--- config.mk ---
export PLATFORM = sky130hd
export DESIGN_NAME = matadd_scheduler
export DESIGN_NICKNAME = d
export VERILOG_FILES = /design/src/rtl/matadd_scheduler.sv
export SDC_FILE = /design/constraint.sdc
export NUM_CORES = 1
export LEC_CHECK = 0
export BUFFER_PORTS_ARGS = -buffer_cell sky130_fd_sc_hd__buf_2
export CAP_MARGIN = 20
export CORE_AREA = 2 2 297 299
export CTS_BUF_LIST = sky130_fd_sc_hd__clkbuf_16
export DETAILED_ROUTE_END_ITERATION = 8
export DIE_AREA = 0 0 299 301
export HOLD_SLACK_MARGIN = 0.15
export PLACE_DENSITY = 0.56
export SLEW_MARGIN = 5
export SYNTH_ARGS = -nofsm -noshare
export SYNTH_HDL_FRONTEND = slang
export SYNTH_SLANG_ARGS = --single-unit
--- constraint.sdc ---
create_clock -name clk -period 10.43 [get_ports clk]
set_clock_uncertainty 0.15 [all_clocks]
set_input_delay 0 -clock clk [delete_from_list [all_inputs] [get_ports clk]]
set_output_delay 0 -clock clk [all_outputs]
set_load 0.01 [all_outputs]
--- src/rtl/matadd_scheduler.sv ---
// Round-robin scheduler sharing one matadd_unit between NREQ requesters.
// Accepts one job per grant, waits for done or timeout, returns result/error to the owner.
module matadd_scheduler #(
  parameter int NREQ      = 4,
  parameter int TIMEOUT   = 1024,
  parameter int MAX_ELEMS = 256,
  localparam int IW       = (NREQ > 1) ? $clog2(NREQ) : 1
) (
  input  logic               clk,
  input  logic               rst_n,
  input  logic [NREQ-1:0]    req_valid,
  input  logic [NREQ*32-1:0] req_mat1_ptr,
  input  logic [NREQ*32-1:0] req_mat2_ptr,
  input  logic [NREQ*32-1:0] req_out_ptr,
  input  logic [NREQ*32-1:0] req_dims,
  output logic [NREQ-1:0]    req_ready,
  output logic [NREQ-1:0]    rsp_valid,
  output logic [31:0]        rsp_result,
  output logic               rsp_error,
  output logic               unit_start,
  output logic [31:0]        unit_mat1_ptr,
  output logic [31:0]        unit_mat2_ptr,
  output logic [31:0]        unit_output_ptr,
  output logic [31:0]        unit_matrix_dims,
  input  logic [31:0]        unit_result,
  input  logic               unit_done,
  input  logic               unit_ready,
  output logic               busy,
  output logic [IW-1:0]      grant_id,
  output logic [15:0]        stat_jobs,
  output logic [15:0]        stat_errors,
  output logic [1:0]         dbg_state
);

  // Handshake: a requester holds req_valid until it sees its one-cycle req_ready pulse;
  // rsp_valid is a one-cycle pulse with rsp_result/rsp_error held stable alongside it.
  typedef enum logic [1:0] {S_IDLE, S_ISSUE, S_WAIT, S_RESP} state_t;
  localparam int TW = $clog2(TIMEOUT) + 1;

  state_t          state;
  logic [IW-1:0]   rr_ptr;
  logic [TW-1:0]   timer;
  logic [IW-1:0]   win;
  logic            any;
  logic [31:0]     sel_dims;
  logic [31:0]     elems;
  logic            dims_bad;
  int              idx;

  always_comb begin
    win = '0;
    any = 1'b0;
    idx = 0;
    for (int k = 0; k < NREQ; k++) begin
      idx = int'(rr_ptr) + k;
      if (idx >= NREQ) idx = idx - NREQ;
      if (!any && req_valid[idx]) begin
        win = IW'(idx);
        any = 1'b1;
      end
    end
  end

  always_comb begin
    sel_dims = req_dims[int'(win)*32 +: 32];
    elems    = {16'd0, sel_dims[31:16]} * {16'd0, sel_dims[15:0]};
    dims_bad = (sel_dims[31:16] == 16'd0) || (sel_dims[15:0] == 16'd0) ||
               (elems > 32'(MAX_ELEMS));
  end

  assign busy      = (state != S_IDLE);
  assign dbg_state = state;

  always_ff @(posedge clk) begin
    if (!rst_n) begin
      state            <= S_IDLE;
      rr_ptr           <= '0;
      timer            <= '0;
      req_ready        <= '0;
      rsp_valid        <= '0;
      rsp_result       <= '0;
      rsp_error        <= 1'b0;
      unit_start       <= 1'b0;
      unit_mat1_ptr    <= '0;
      unit_mat2_ptr    <= '0;
      unit_output_ptr  <= '0;
      unit_matrix_dims <= '0;
      grant_id         <= '0;
      stat_jobs        <= '0;
      stat_errors      <= '0;
    end else begin
      req_ready  <= '0;
      rsp_valid  <= '0;
      unit_start <= 1'b0;
      case (state)
        S_IDLE: begin
          if (any && unit_ready) begin
            req_ready        <= {{(NREQ-1){1'b0}}, 1'b1} << win;
            unit_mat1_ptr    <= req_mat1_ptr[int'(win)*32 +: 32];
            unit_mat2_ptr    <= req_mat2_ptr[int'(win)*32 +: 32];
            unit_output_ptr  <= req_out_ptr[int'(win)*32 +: 32];
            unit_matrix_dims <= sel_dims;
            grant_id         <= win;
            if (dims_bad) begin
              rsp_error  <= 1'b1;
              rsp_result <= '0;
              state      <= S_RESP;
            end else begin
              state <= S_ISSUE;
            end
          end
        end
        S_ISSUE: begin
          unit_start <= 1'b1;
          timer      <= '0;
          state      <= S_WAIT;
        end
        S_WAIT: begin
          // done takes priority over a timeout landing on the same cycle
          if (unit_done) begin
            rsp_result <= unit_result;
            rsp_error  <= 1'b0;
            state      <= S_RESP;
          end else if (timer == TW'(TIMEOUT - 1)) begin
            rsp_result <= '0;
            rsp_error  <= 1'b1;
            state      <= S_RESP;
          end else begin
            timer <= timer + 1'b1;
          end
        end
        S_RESP: begin
          rsp_valid <= {{(NREQ-1){1'b0}}, 1'b1} << grant_id;
          rr_ptr    <= (grant_id == IW'(NREQ - 1)) ? '0 : IW'(grant_id + 1'b1);
          if (stat_jobs != 16'hFFFF) stat_jobs <= stat_jobs + 16'd1;
          if (rsp_error && stat_errors != 16'hFFFF) stat_errors <= stat_errors + 16'd1;
          state <= S_IDLE;
        end
        default: state <= S_IDLE;
      endcase
    end
  end

endmodule

==> flow_summary_export.csv, run 1 <==
group,metric,value,unit
sta,fin_crit,10.12,ns
synthesis,synth_ff_type,"dfxtp_1",
setup_path,worstSetupPathType,"reg2reg",
finish,drive_gt1_share,25.3,%
finish,fin_nets,4506,
synthesis,syn_inst,2614,
placement,dpl_cell_area,0.0258,sq mm
synthesis,ys_async_sr_fraction,0,%
clock_tree,cts_root_buf,"clkbuf_16",
sta,finalCritPeriodShare,97.0,%
sta,finalSetupViolCount,0,
synthesis,synth_area_leaders,"dfxtp_1 (21%), fa_1 (19%), nand2_1 (9.9%), ha_1 (6.8%), inv_1 (4.9%)",
sta,maxClockFrequency,98.8,MHz
route,viasPerCell,4.92,
global_route,antenna_found_initial,40,
setup_path,cp_slowest_cell,"dlygate4sd3_1",
global_route,grt_pass1_wl,162000,um
die,chipHeight,301,um
clock_tree,cts.sinks,219,
route,ant_nets,0,
synthesis,synth_seq_area_share,21.1,%
global_route,use_met3,6.15,%
hold_path,min_path_type,"in2reg",
die,io_pins,759,
placement,port_buffers,758,
setup_path,critPathBufInv,11,
setup_path,crit_top_cell,"fa_1",
setup_path,cp_top_family,"adder cells",
outcome,status,"complete, no violations",
synthesis,ys_seq_elements,219,
die,dieArea,0.0900,sq mm
setup_path,critPathMaxFanout,33,
synthesis,netlist.top_cell.by_area,"dfxtp_1",
global_route,grt-ovfl-total,0,
clock_tree,htreeDepth,1,
die,die_w,299,um
setup_path,r2r_slack,0.31,ns
global_route,grt_max_degree,111,
finish,final_cell_area,0.0305,sq mm
setup_path,cp-start-kind,"flop",
global_route,busiest_layer,"met2",
global_route,use_met1,30.6,%
sta,holdWs,0.144,ns
synthesis,synth_top_area_share,21.1,%
synthesis,synth_cell_types,62,
die,rows,108,
setup_path,slowest_delay,0.60,ns
synthesis,synth_edf_count,0,
finish,area_growth,47.0,%
setup_path,worstSetupEndpointType,"flop",
route,drcViolationCount,0,
synthesis,avgSynthCellArea,7.94,sq um
sta,worst_pin_slew,1.08,ns
sta,rsz0062_at_grt,"false",
die,core,0.0865,sq mm
synthesis,syn-num-nets,3473,
sta,relSlewSlack,27.4,%
route,avgRoutedWirePerCell,24.1,um
finish,fin_util,35.3,%
route,first_pass_iters,5,
placement,dp_hpwl,93000,um
clock_tree,insertion_delay,0.61,ns
clock_tree,tritoncts,"done",
global_route,track_usage,24.7,%
route,routed-via-count,23900,
route,drt_iter0_markers,1974,
placement,gp_congestion,0.986,
global_route,grt_pass1_vias,23200,
sta,finalMaxSlewViolations,0,
clock_tree,clockBufferDepth,3,
clock_tree,cts_buffers,28,
job,cap_viol_max_count,0,
finish,fillerInstances,9230,
sta,hold_violations,0,
global_route,use_met2,36.5,%
setup_path,required,10.83,ns
die,start_util,24.0,%
finish,multiInputGateArea,0.0147,sq mm
clock_tree,clkTransAtPathRegs,0.06,ns
finish,register_area,0.00438,sq mm
route,wirelength,117000,um
synthesis,netlist_area,0.0207,sq mm
setup_path,cp.arrival,10.52,ns
sta,setup_tns,0,ns
synthesis,yosysWarnings,0,
-- kinds of logic after synthesis --
group | count (synthesis) | share of synthesized area [%]
muxes | 73 | 5.52
AOI/OAI and AO/OA | 450 | 14.8
and+or+nand+nor | 1065 | 22.6
buffers and inverters | 449 | 8.30
DFF | 219 | 21.1
adders and majority gates | 307 | 25.5
xor gates and xnor gates | 51 | 2.15
-- routing by layer --
layer	share of wire (%)	vias to the layer above
li1	-	10800
met1	40	11700
met2	43	1128
met3	8.7	285
met4	9.0	16
met5	0.25	-
-- layout make-up --
| class | instances | share of cell area (%) |
|---|---|---|
| Antenna cell | 23 | 0.189 |
| Clock buffer | 28 | 2.30 |
| Clock inverter | 24 | 0.755 |
| Inverter | 270 | 3.34 |
| Multi-Input combinational cell | 1946 | 48.3 |
| Sequential cell | 219 | 14.4 |
| Tap cell | 1155 | 4.74 |
| Timing Repair Buffer | 1182 | 26.0 |
-- registers in the layout, summed over array words and instances, names as in the netlist --
register          count
unit_matrix_dims     32
dbg_state             2
unit_mat2_ptr        32
grant_id              2
stat_errors          16
unit_start            1
unit_mat1_ptr        32
unit_output_ptr      32
rsp_error             1
rsp_valid             4
rr_ptr                2
rsp_result           32
stat_jobs            16
req_ready             4
timer                11
-- cell usage in the layout (no fill, tap or decap), drive strengths merged, types with 25 or more instances in the layout --
cell type,count
mux4,33
xnor2,26
nand3,37
fa,194
xor2,25
dfxtp,219
mux2i,39
nand2,548
a21oi,168
and2,151
clkbuf,30
a211oi,104
a311oi,96
dlygate4sd3,353
buf,827
inv,274
ha,113
nor2,232
-- stage by stage --
stage               instances  worst slack [ns]
finish                   4847             0.310
global route             4843            0.0623
detailed placement       4404             0.852
CTS                      4809             0.112
global placement         4403             0.952
floorplan                2614              1.84
-- worst reg2reg max path: cells and delay by family, from the launching register on --
kind	cells	cell delay, ns
adders and majority gates	7	3.22
and+or+nand+nor	8	1.44
muxes	2	0.68
AOI/OAI and AO/OA	6	1.33
DFF	1	0.38
buffers and inverters	11	2.85
-- timing repair --
item                                   4_1_cts  5_1_grt
gates resized for setup                      0        5
endpoints found under the hold margin      181        0
setup buffers                                0       13
setup endpoints to repair                    0       33
hold buffers                               353        0
-- synth_stat cells, drive strengths merged (8+ instances only) --
cell and count:
dfxtp 219, nor3 12, and2 151, a21oi 168, ha 113, o21ai 23
a211oi 104, nor4 16, nand3 37, xnor2 26, nor2 232, a311oi 96
nand4 21, fa 194, a21o 12, nand2b 8, clkbuf 151, inv 270
mux4 33, nand2 548, buf 28, xor2 25, mux2i 39
-- path summary, 6_finish.rpt --
kind | start | end | cells after the start
max reg2reg | rr_ptr[1]$_SDFFE_PN0P_ | rsp_result[8]$_SDFFE_PN0P_ | 34
min reg2reg | unit_matrix_dims[18]$_SDFFE_PN0P_ | unit_matrix_dims[18]$_SDFFE_PN0P_ | 2
min | req_dims[26] | unit_matrix_dims[26]$_SDFFE_PN0P_ | 5
max | rr_ptr[1]$_SDFFE_PN0P_ | rsp_result[8]$_SDFFE_PN0P_ | 34
Power of run 1 is not shown: default switching activity piles up to over one toggle a cycle in this logic, so the estimate is an artifact.
==> run 2, diff against run 1 <==
--- a/config.mk
+++ b/config.mk
@@ -5,14 +5,15 @@
 export SDC_FILE = /design/constraint.sdc
 export NUM_CORES = 1
 export LEC_CHECK = 0
+export ABC_AREA = 1
 export BUFFER_PORTS_ARGS = -buffer_cell sky130_fd_sc_hd__buf_2
 export CAP_MARGIN = 20
-export CORE_AREA = 2 2 297 299
+export CORE_AREA = 2 2 294 296
 export CTS_BUF_LIST = sky130_fd_sc_hd__clkbuf_16
 export DETAILED_ROUTE_END_ITERATION = 8
-export DIE_AREA = 0 0 299 301
+export DIE_AREA = 0 0 296 298
 export HOLD_SLACK_MARGIN = 0.15
-export PLACE_DENSITY = 0.56
+export PLACE_DENSITY = 0.57
 export SLEW_MARGIN = 5
 export SYNTH_ARGS = -nofsm -noshare
 export SYNTH_HDL_FRONTEND = slang
==> run 2 against run 1 <==
  * Critical path type unchanged
  * Synthesized cell count increased by 18%
  * Utilization rose by 1.1 points
  * Wire length decreased by 2.2%
  * Via count rose by 8.3%
  * Cell count is 8.3% higher
  * Sequential cell count did not move
  * Die area fell by 2.0%
  * Register-to-register slack improved by 0.39 ns
  * Highest routed layer unchanged
  * Count of clock-buffer cells in the layout up 3
  * Final area rose by 1.1%
==> flow_summary_export.csv, run 2 <==
group,metric,value,unit
finish,final_common_cell,"buf_2",
global_route,grt_pass1_wl,167000,um
sta,worst_pin_slew,0.989,ns
route,routed-via-count,25800,
hold_path,hold_depth,8,
route,ant_nets,0,
synthesis,synth_ff_type,"dfxtp_1",
synthesis,synth_top_area_share,20.3,%
placement,dp_hpwl,88900,um
setup_path,required,10.81,ns
synthesis,synthAdderAreaFrac,24.6,%
synthesis,synth_compound_area_share,17.1,%
finish,register_area,0.00439,sq mm
synthesis,netlist_area,0.0216,sq mm
finish,multiInputGateArea,0.0145,sq mm
sta,maxClockFrequency,103,MHz
global_route,antenna_found_initial,23,
sta,fin_crit,9.73,ns
finish,area_growth,42.9,%
global_route,grt-ovfl-total,0,
synthesis,synth_top_family_by_area,"adder cells",
synthesis,synth_mux_area_share,0,%
synthesis,synthXorXnorAreaFrac,0.812,%
die,start_util,25.4,%
route,drcViolationCount,0,
die,die_w,296,um
die,dieArea,0.0882,sq mm
sta,finalSetupViolCount,0,
synthesis,yosysWarnings,0,
finish,fillerInstances,9078,
synthesis,synth_commonest_cells,"nand2_1 (532), inv_1 (493), nor2_1 (437)",
synthesis,ys_seq_elements,219,
synthesis,synth_edf_count,0,
setup_path,worstSetupEndpointType,"flop",
clock_tree,cts.sinks,219,
setup_path,slowest_delay,0.57,ns
clock_tree,clockBufferDepth,3,
sta,finalCritPeriodShare,93.3,%
setup_path,cp-start-kind,"flop",
placement,port_buffers,758,
global_route,track_usage,25.2,%
synthesis,syn-num-nets,3933,
synthesis,synth_area_leaders,"dfxtp_1 (20%), fa_1 (18%), nand2_1 (9.3%), inv_1 (8.6%), nor2_1 (7.6%)",
hold_path,min_path_type,"in2reg",
die,chipHeight,298,um
setup_path,crit_top_cell,"nand2_1",
setup_path,worstSetupPathType,"reg2reg",
setup_path,cp.arrival,10.11,ns
route,drt_iter0_markers,1997,
synthesis,synth_seq_area_share,20.3,%
die,core,0.0849,sq mm
route,avgRoutedWirePerCell,21.7,um
finish,fin_nets,4930,
synthesis,synth-simple-area-share,24.5,%
setup_path,cp_slowest_cell,"dlygate4sd3_1",
clock_tree,tritoncts,"done",
synthesis,avgSynthCellArea,7.02,sq um
route,first_pass_iters,8,
die,rows,107,
synthesis,synth.most_common_cell,"nand2_1",
synthesis,netlist.top_cell.by_area,"dfxtp_1",
finish,final_cell_mix,"buf_2 (757), nand2_1 (532), inv_1 (497)",
clock_tree,clkTransAtPathRegs,0.06,ns
finish,drive_gt1_share,22.1,%
setup_path,critPathMaxFanout,57,
clock_tree,htreeDepth,1,
route,wirelength,114000,um
die,io_pins,759,
sta,finalMaxSlewViolations,0,
synthesis,ys_async_sr_fraction,0,%
synthesis,syn_inst,3074,
clock_tree,insertion_delay,0.59,ns
sta,hold_violations,0,
clock_tree,cts_root_buf,"clkbuf_16",
clock_tree,cts_buffers,30,
sta,rsz0062_at_grt,"false",
synthesis,synth_cell_types,43,
global_route,grt_pass1_vias,25800,
sta,relSlewSlack,34.1,%
route,viasPerCell,4.92,
sta,setup_tns,0,ns
setup_path,reg2reg_depth,42,
outcome,status,"complete, no violations",
global_route,grt_max_degree,165,
job,cap_viol_max_count,0,
placement,gp_congestion,1.02,
-- run 2: what timing repair did --
| item | in CTS | in global routing |
|---|---|---|
| buffers inserted | 0 | 1 |
| endpoints found under the hold margin | 198 | 0 |
| setup endpoints to repair | 0 | 34 |
| resized for setup | 0 | 16 |
| hold buffers | 338 | 0 |
-- run 2: area by class of cell --
cell class | count | share of cell area [%]
antenna | 13 | 0.106
clock buffer | 31 | 2.52
clock inverter | 23 | 0.564
inverter | 509 | 6.22
multi-input combinational | 2168 | 47.1
sequential | 219 | 14.2
tap | 1144 | 4.64
timing repair buffer | 1143 | 24.6
-- run 2: worst max-delay path: cells and delay by family (launching register included) --
family / cells / cell delay, ns
and+or+nand+nor: 25 / 3.18
DFF: 1 / 0.46
adders and majority gates: 7 / 3.51
buffers and inverters: 10 / 2.30
-- run 2: cell families (layout without fill, tap and decap cells) --
group / Yosys count / in the layout
buf+inv: 690 / 1706
compound gates: 590 / 590
flops: 219 / 219
xor+xnor: 20 / 20
fa+ha+maj: 307 / 307
other cells: 0 / 13
simple gates: 1248 / 1251
-- run 2: layer usage --
layer / routed length, um / up-vias / GRT usage [%]
met4: 8400 / 4 / 15.5
met5: 24 / - / 0
met1: 43600 / 12200 / 29.9
li1: - / 12000 / -
met2: 52100 / 1305 / 41.1
met3: 9850 / 354 / 5.98
-- run 2: worst paths after layout --
check	startpoint	endpoint	slack, ns
worst max-delay path	rr_ptr[0]$_SDFFE_PN0P_	rsp_result[22]$_SDFFE_PN0P_	0.70
worst max register to register	rr_ptr[0]$_SDFFE_PN0P_	rsp_result[22]$_SDFFE_PN0P_	0.70
worst min-delay path	req_dims[87]	unit_matrix_dims[23]$_SDFFE_PN0P_	0.14
worst min register to register	rsp_result[8]$_SDFFE_PN0P_	rsp_result[8]$_SDFFE_PN0P_	0.33
-- run 2: metrics by stage --
| step | utilization, % | hold slack (ns) | area (sq um) | std cells | worst slack, ns |
|---|---|---|---|---|---|
| 2_1_floorplan | - | 0.0874 | 21600 | 3074 | 2.74 |
| 3_3_place_gp | 31.1 | 0.183 | 26400 | 4841 | 0.522 |
| 3_5_place_dp | 31.1 | 0.192 | 26400 | 4841 | 0.467 |
| 4_1_cts | 36.2 | 0.151 | 30700 | 5233 | 0.0257 |
| 5_1_grt | 36.3 | 0.178 | 30800 | 5250 | 0.0227 |
| 6_report | 36.3 | 0.142 | 30800 | 5250 | 0.697 |
Power of run 2 is left out for the same reason.
